===== config.mk =====
export PLATFORM = sky130hd
export DESIGN_NAME = curve_fit_predictor
export DESIGN_NICKNAME = d
export VERILOG_FILES = /design/src/rtl/curve_fit_predictor.sv
export SDC_FILE = /design/constraint.sdc
export NUM_CORES = 2
export LEC_CHECK = 0
export ABC_AREA = 1
export BUFFER_PORTS_ARGS = -buffer_cell sky130_fd_sc_hd__buf_4
export CORE_MARGIN = 2
export CORE_UTILIZATION = 50
export CTS_CLUSTER_DIAMETER = 120
export CTS_CLUSTER_SIZE = 28
export DETAILED_ROUTE_END_ITERATION = 16
export PLACE_DENSITY_LB_ADDON = 0.05
export SETUP_SLACK_MARGIN = 0.02
export SYNTH_ARGS = -nofsm -noshare
export SYNTH_HDL_FRONTEND = slang
export SYNTH_SLANG_ARGS = --single-unit

===== constraint.sdc =====
create_clock -name clk -period 14.4 [get_ports clk]
set_input_delay 2.88 -clock clk [delete_from_list [all_inputs] [get_ports clk]]
set_output_delay 2.88 -clock clk [all_outputs]
set_load 0.005 [all_outputs]

===== src/rtl/curve_fit_predictor.sv =====
// -----------------------------------------------------------------------------
// curve_fit_predictor
//
// Purpose:
//   Curve-fitting predictor of the SZ compression front end. For each incoming
//   sample it forms the order-0, order-1 and order-2 extrapolations from the
//   three preceding samples, measures how far each lands from the real
//   sample, and picks the closest one that is still inside the error bound.
//   The chosen order is reported as a 2-bit code (1..3 = order+1), or 0 when
//   no predictor is close enough. Results go to the quantization/encoding
//   stage.
//
//   Three register stages (predictions, errors, select/output) share a single
//   advance enable, so a downstream stall freezes the whole pipe and no
//   sample is lost or duplicated. With out_ready held high the block accepts
//   one sample per clock.
//
// Parameters:
//   WIDTH  sample width, signed two's complement
//   CNT_W  width of the saturating unpredictable-point counter
//
// Ports:
//   clk           rising-edge clock
//   rst           asynchronous active-high reset; flushes the pipe
//   in_valid      data, q1..q3 and err_bound are valid
//   in_ready      block accepts an input this cycle
//   data          current sample (signed)
//   q1, q2, q3    samples t-3, t-2, t-1 (signed); q3 is closest to data
//   err_bound     absolute error bound (unsigned)
//   out_valid     output slot holds a result
//   out_ready     downstream accepts the result
//   out_code      0 = unpredictable, 1/2/3 = order 0/1/2 chosen
//   out_data      original sample, passed through
//   out_err       |error| of chosen predictor (order-0 error when code = 0)
//   unpred_count  number of code-0 results handed downstream, saturating
// -----------------------------------------------------------------------------
module curve_fit_predictor #(
  parameter int WIDTH = 32,
  parameter int CNT_W = 16
) (
  input  logic               clk,
  input  logic               rst,
  input  logic               in_valid,
  output logic               in_ready,
  input  logic [WIDTH-1:0]   data,
  input  logic [WIDTH-1:0]   q1,
  input  logic [WIDTH-1:0]   q2,
  input  logic [WIDTH-1:0]   q3,
  input  logic [WIDTH-1:0]   err_bound,
  output logic               out_valid,
  input  logic               out_ready,
  output logic [1:0]         out_code,
  output logic [WIDTH-1:0]   out_data,
  output logic [WIDTH+3:0]   out_err,
  output logic [CNT_W-1:0]   unpred_count
);

  // Four guard bits: |p2| <= 7*2^(WIDTH-1) and |data - p2| <= 2^(WIDTH+2),
  // both of which fit a WIDTH+4 two's complement value without wrapping.
  localparam int EW = WIDTH + 4;

  // ---------------------------------------------------------------------------
  // Handshake
  // ---------------------------------------------------------------------------
  logic advance;
  logic inXfer;
  logic outXfer;

  assign advance  = !out_valid || out_ready;
  assign in_ready = advance && !rst;
  assign inXfer   = in_valid && in_ready;
  assign outXfer  = out_valid && out_ready;

  // ---------------------------------------------------------------------------
  // Helpers
  // ---------------------------------------------------------------------------
  function automatic logic [EW-1:0] signExt(input logic [WIDTH-1:0] v);
    return {{4{v[WIDTH-1]}}, v};
  endfunction

  function automatic logic [EW-1:0] absVal(input logic [EW-1:0] v);
    return v[EW-1] ? (~v + EW'(1)) : v;
  endfunction

  // ---------------------------------------------------------------------------
  // Stage 1: predictions
  // ---------------------------------------------------------------------------
  logic [EW-1:0] q1X;
  logic [EW-1:0] q2X;
  logic [EW-1:0] q3X;
  logic [EW-1:0] p0_d;
  logic [EW-1:0] p1_d;
  logic [EW-1:0] p2_d;

  assign q1X = signExt(q1);
  assign q2X = signExt(q2);
  assign q3X = signExt(q3);

  // Multiplies by 2 and 3 are shift-and-add; two's complement add/sub gives
  // the signed result directly in the extended width.
  assign p0_d = q3X;
  assign p1_d = (q3X << 1) - q2X;
  assign p2_d = ((q3X << 1) + q3X) - ((q2X << 1) + q2X) + q1X;

  logic               s1Valid_q;
  logic [EW-1:0]      s1P0_q;
  logic [EW-1:0]      s1P1_q;
  logic [EW-1:0]      s1P2_q;
  logic [WIDTH-1:0]   s1Data_q;
  logic [WIDTH-1:0]   s1Bound_q;

  // ---------------------------------------------------------------------------
  // Stage 2: absolute errors
  // ---------------------------------------------------------------------------
  logic [EW-1:0] s1DataX;
  logic [EW-1:0] e0_d;
  logic [EW-1:0] e1_d;
  logic [EW-1:0] e2_d;

  assign s1DataX = signExt(s1Data_q);
  assign e0_d    = absVal(s1DataX - s1P0_q);
  assign e1_d    = absVal(s1DataX - s1P1_q);
  assign e2_d    = absVal(s1DataX - s1P2_q);

  logic               s2Valid_q;
  logic [EW-1:0]      s2E0_q;
  logic [EW-1:0]      s2E1_q;
  logic [EW-1:0]      s2E2_q;
  logic [WIDTH-1:0]   s2Data_q;
  logic [WIDTH-1:0]   s2Bound_q;

  // ---------------------------------------------------------------------------
  // Stage 3: select best predictor
  // ---------------------------------------------------------------------------
  logic [EW-1:0] bestErr;
  logic [1:0]    bestOrd;
  logic [EW-1:0] boundX;
  logic [1:0]    code_d;
  logic [EW-1:0] err_d;

  assign boundX = {4'b0000, s2Bound_q};

  // Strict less-than keeps the lower order on ties.
  always_comb begin
    bestErr = s2E0_q;
    bestOrd = 2'd0;
    if (s2E1_q < bestErr) begin
      bestErr = s2E1_q;
      bestOrd = 2'd1;
    end
    if (s2E2_q < bestErr) begin
      bestErr = s2E2_q;
      bestOrd = 2'd2;
    end
    if (bestErr <= boundX) begin
      code_d = bestOrd + 2'd1;
      err_d  = bestErr;
    end else begin
      code_d = 2'd0;
      err_d  = s2E0_q;
    end
  end

  logic               outValid_q;
  logic [1:0]         outCode_q;
  logic [WIDTH-1:0]   outData_q;
  logic [EW-1:0]      outErr_q;

  // ---------------------------------------------------------------------------
  // Pipeline registers. Every stage shares the advance enable so the pipe
  // moves as one; a bubble simply travels as valid = 0.
  // ---------------------------------------------------------------------------
  always_ff @(posedge clk or posedge rst) begin
    if (rst) begin
      s1Valid_q  <= 1'b0;
      s1P0_q     <= '0;
      s1P1_q     <= '0;
      s1P2_q     <= '0;
      s1Data_q   <= '0;
      s1Bound_q  <= '0;
      s2Valid_q  <= 1'b0;
      s2E0_q     <= '0;
      s2E1_q     <= '0;
      s2E2_q     <= '0;
      s2Data_q   <= '0;
      s2Bound_q  <= '0;
      outValid_q <= 1'b0;
      outCode_q  <= 2'd0;
      outData_q  <= '0;
      outErr_q   <= '0;
    end else if (advance) begin
      s1Valid_q  <= inXfer;
      s1P0_q     <= p0_d;
      s1P1_q     <= p1_d;
      s1P2_q     <= p2_d;
      s1Data_q   <= data;
      s1Bound_q  <= err_bound;
      s2Valid_q  <= s1Valid_q;
      s2E0_q     <= e0_d;
      s2E1_q     <= e1_d;
      s2E2_q     <= e2_d;
      s2Data_q   <= s1Data_q;
      s2Bound_q  <= s1Bound_q;
      outValid_q <= s2Valid_q;
      outCode_q  <= code_d;
      outData_q  <= s2Data_q;
      outErr_q   <= err_d;
    end
  end

  assign out_valid = outValid_q;
  assign out_code  = outCode_q;
  assign out_data  = outData_q;
  assign out_err   = outErr_q;

  // ---------------------------------------------------------------------------
  // Unpredictable-point counter: counts code-0 results as they leave the
  // block, sticking at all-ones.
  // ---------------------------------------------------------------------------
  logic [CNT_W-1:0] unpredCnt_q;
  logic [CNT_W-1:0] unpredCnt_d;

  always_comb begin
    unpredCnt_d = unpredCnt_q;
    if (outXfer && (outCode_q == 2'd0) && (unpredCnt_q != {CNT_W{1'b1}})) begin
      unpredCnt_d = unpredCnt_q + CNT_W'(1);
    end
  end

  always_ff @(posedge clk or posedge rst) begin
    if (rst) begin
      unpredCnt_q <= '0;
    end else begin
      unpredCnt_q <= unpredCnt_d;
    end
  end

  assign unpred_count = unpredCnt_q;

endmodule


==> flow_metrics.tcl <==
set metrics [dict create \
    drc 0 \
    cp-end-kind "flop" \
    numCtsBuffers 20 \
    antenna_found_initial 0 \
    vias 33900 \
    rrSetupSlack_ns 6.68 \
    grt_pass1_wl_um 185000 \
    cts_hold_buf 0 \
    cts_tree "built" \
    synth_cells 5192 \
    clock_sinks 427 \
    die_x_um 272 \
    finalSetupViolations 0 \
    wl_per_cell_um 18.6 \
    max_slew_margin 0.344 \
    fp.dieH_um 272 \
    fin_ws_ns 6.68 \
    grt_pass1_vias 32700 \
    cts_resized 0 \
    antenna_left 0 \
    max_freq_ghz 0.130 \
    cap_violations 0 \
    syn_to_final_growth_pct 9.15 \
    rsz0062_at_grt "no" \
    p_leak_nw 20.6 \
    grt_max_degree 156 \
    r2r-start "s2E0_q[35]$_DFFE_PP0N_" \
    synthFlopType "dfrtp_1" \
    crit_end "out_err[1]$_DFFE_PP0N_" \
    vias_per_cell 5.37 \
    dieArea_um2 74000 \
    synth-async-reset-ratio 1.00 \
    track_usage 0.318 \
    synth_edf_count 0 \
    first_iter_violations 2641 \
    antenna_cells 0 \
    slew_viol_final 0 \
    slowest_stage "nand3_2" \
    pwr_density_cell_nw_per_um2 243 \
    synth.avg_cell_area_um2 6.91 \
    crit_family "simple AND/OR/NAND/NOR gates" \
    tightestPinTransition_ns 0.984 \
    startpoint "s2E0_q[35]$_DFFE_PP0N_" \
    whs_ns 0.458 \
    finClkSkew_ns 0.0522 \
    reg2reg_to "out_err[1]$_DFFE_PP0N_" \
    pre_cts_slack_ns 6.70 \
    firstDrtPassIters 8 \
    finalSetupTns_ns 0 \
    io_buffers 251 \
    fin_crit_ns 7.72 \
    clk_path_buf_depth 3 \
    slowest_delay_ns 0.76 \
    hold_path.class "reg2reg" \
    synthDistinctLibCells 59 \
    rows 98 \
    clk_transition_reported_paths_ns 0.11 \
    overflow 0 \
    cp_common_cell "nand2_1" \
    clock_latency_ns 0.61 \
    dp_hpwl_um 96800 \
    post-cts-setup-buffers 0 \
    routed_wl_um 118000 \
    synth_seq_area_share 0.298 \
    period_share 0.536 \
    irDropWorstVdd_v 0.000180 \
    layout-drive-gt1-share 0.0787 \
    path_class "reg2reg" \
    nets 5901 \
    initial_core_util 0.504 \
    timing.critical_path.buf_inv 2 \
    cp_data_required_time_ns 14.92 \
    startpoint_type "flop" \
    arrival_ns 8.24 \
    finalWeightedCongestion 1.00 \
    reg2reg_depth 32 \
    io-pin-count 252 \
    synth.net_count 5735 \
    synthesis.area_um2 35900 \
    core_area_um2 71200 \
    yosys_warnings 0 \
    critical_path_depth 32 \
    root_buffer "clkbuf_16" \
    synth_seq_cells 427 \
    cts_max_level 1 \
    status "finished clean" \
    hold_violations 0 \
    critPathMaxFanout 72 \
]
==> registers in the layout, indices dropped and copies added (netlist names) <==
signal,flops
s1P0_q,32
s2E2_q,36
s2E0_q,36
out_code,2
s1Valid_q,1
s2Data_q,32
s2Bound_q,32
s1P1_q,34
s2E1_q,36
s1Bound_q,32
out_valid,1
s1P2_q,36
out_err,36
unpred_count,16
out_data,32
s2Valid_q,1
s1Data_q,32
==> where the power goes <==
group          switching [W]  internal (W)  total [W]
Sequential          0.000301       0.00163    0.00193
Clock               0.000415      0.000263   0.000678
Combinational        0.00468       0.00223    0.00691
Total                0.00540       0.00412    0.00952
==> logic make-up (layout without fill, tap and decap cells) <==
kind of cell,Yosys count,count (layout),share of synthesized area
adders and majority gates,379,379,0.153
xor gates and xnor gates,141,141,0.0354
buffers and inverters,850,1019,0.0910
and+or+nand+nor,2587,2587,0.302
AOI/OAI and AO/OA,808,808,0.121
DFF,427,427,0.298
==> synth_stat cells, types with 3 or more instances <==
cell,instances,area (µm²)
nand2_1,1585,5950
inv_1,714,2680
o21ai_0,444,2220
dfrtp_1,427,10700
nor2_1,405,1520
nand3_1,327,1640
ha_1,280,3500
a21oi_1,229,1150
xor2_1,109,955
fa_1,99,1980
clkbuf_1,96,360
nand4_1,74,463
nor3_1,44,220
or2_2,38,238
nand3b_1,32,240
xnor2_1,27,236
o21ai_1,24,120
buf_2,20,100
a21o_1,19,143
a31oi_1,19,119
nor2_2,19,119
nand2_2,17,106
nor4_1,16,100
o21bai_1,14,105
a21oi_2,10,87.6
o21a_1,8,60.1
a21boi_0,7,52.6
inv_2,7,26.3
buf_6,6,67.6
nor3_2,6,60.1
o21ai_2,6,52.6
nand3_2,5,50.1
o211ai_1,5,37.5
a211oi_1,4,30.0
buf_1,4,15.0
nand2_4,4,45.0
o22ai_1,4,25.0
xnor2_2,4,65.1
and3_1,3,18.8
nor3b_1,3,22.5
o221ai_1,3,26.3
or2_1,3,18.8
==> worst min path at each step <==
| stage | start | end | cells past startpoint |
|---|---|---|---|
| 6_report | s2Data_q[4]$_DFFE_PP0N_ | out_data[4]$_DFFE_PP0N_ | 2 |
| 3_5_place_dp | s2Data_q[19]$_DFFE_PP0N_ | out_data[19]$_DFFE_PP0N_ | 2 |
| 4_1_cts | s2Data_q[4]$_DFFE_PP0N_ | out_data[4]$_DFFE_PP0N_ | 2 |
| 5_1_grt | s2Data_q[19]$_DFFE_PP0N_ | out_data[19]$_DFFE_PP0N_ | 2 |
| 3_3_place_gp | s2Valid_q$_DFFE_PP0N_ | out_valid$_DFFE_PP0N_ | 1 |
| 2_1_floorplan | s2Valid_q$_DFFE_PP0N_ | out_valid$_DFFE_PP0N_ | 1 |
==> cell usage in the layout (no fill, tap or decap), types with 38 or more instances in the layout <==
master   instances
o21ai_0        444
dfrtp_1        427
nor2_1         403
inv_1          713
ha_1           280
or2_2           38
nand3_1        327
nand4_1         74
nor3_1          44
xor2_1         109
nand2_1       1585
a21oi_1        229
fa_1            99
buf_4          270
==> metal layers <==
layer	global-route usage	vias to the layer above	wire length, µm
met2	0.518	837	53400
met4	0.139	0	5950
met1	0.437	15900	53100
met3	0.0197	164	5110
li1	-	17000	-
met5	0	-	0
==> worst register-to-register path: cells and delay by family, from the launching register on <==
| kind | cells | cell delay, ns |
|---|---|---|
| compound gates | 2 | 0.57 |
| fa+ha+maj | 3 | 0.95 |
| buf+inv | 2 | 0.12 |
| flops | 1 | 0.37 |
| simple gates | 25 | 5.63 |
==> per-stage QoR <==
stage	total power, W	utilization	instances	instance area [µm²]
6_report	0.00952	0.550	6311	39200
5_1_grt	0.0105	0.550	6311	39200
4_1_cts	0.00947	0.550	6311	39200
3_5_place_dp	0.00877	0.542	6286	38600
3_3_place_gp	0.00870	0.542	6286	38600
2_1_floorplan	0.00669	-	5192	35900
==> final cells by class <==
cell class	count	area [µm²]
Inverter	723	2730
Tap cell	950	1190
Multi-Input combinational cell	3915	22000
Clock buffer	20	500
Sequential cell	427	10700
Clock inverter	5	77.6
Fill cell	7281	32100
Timing Repair Buffer	271	2050
(Power assumes the default switching activity.)
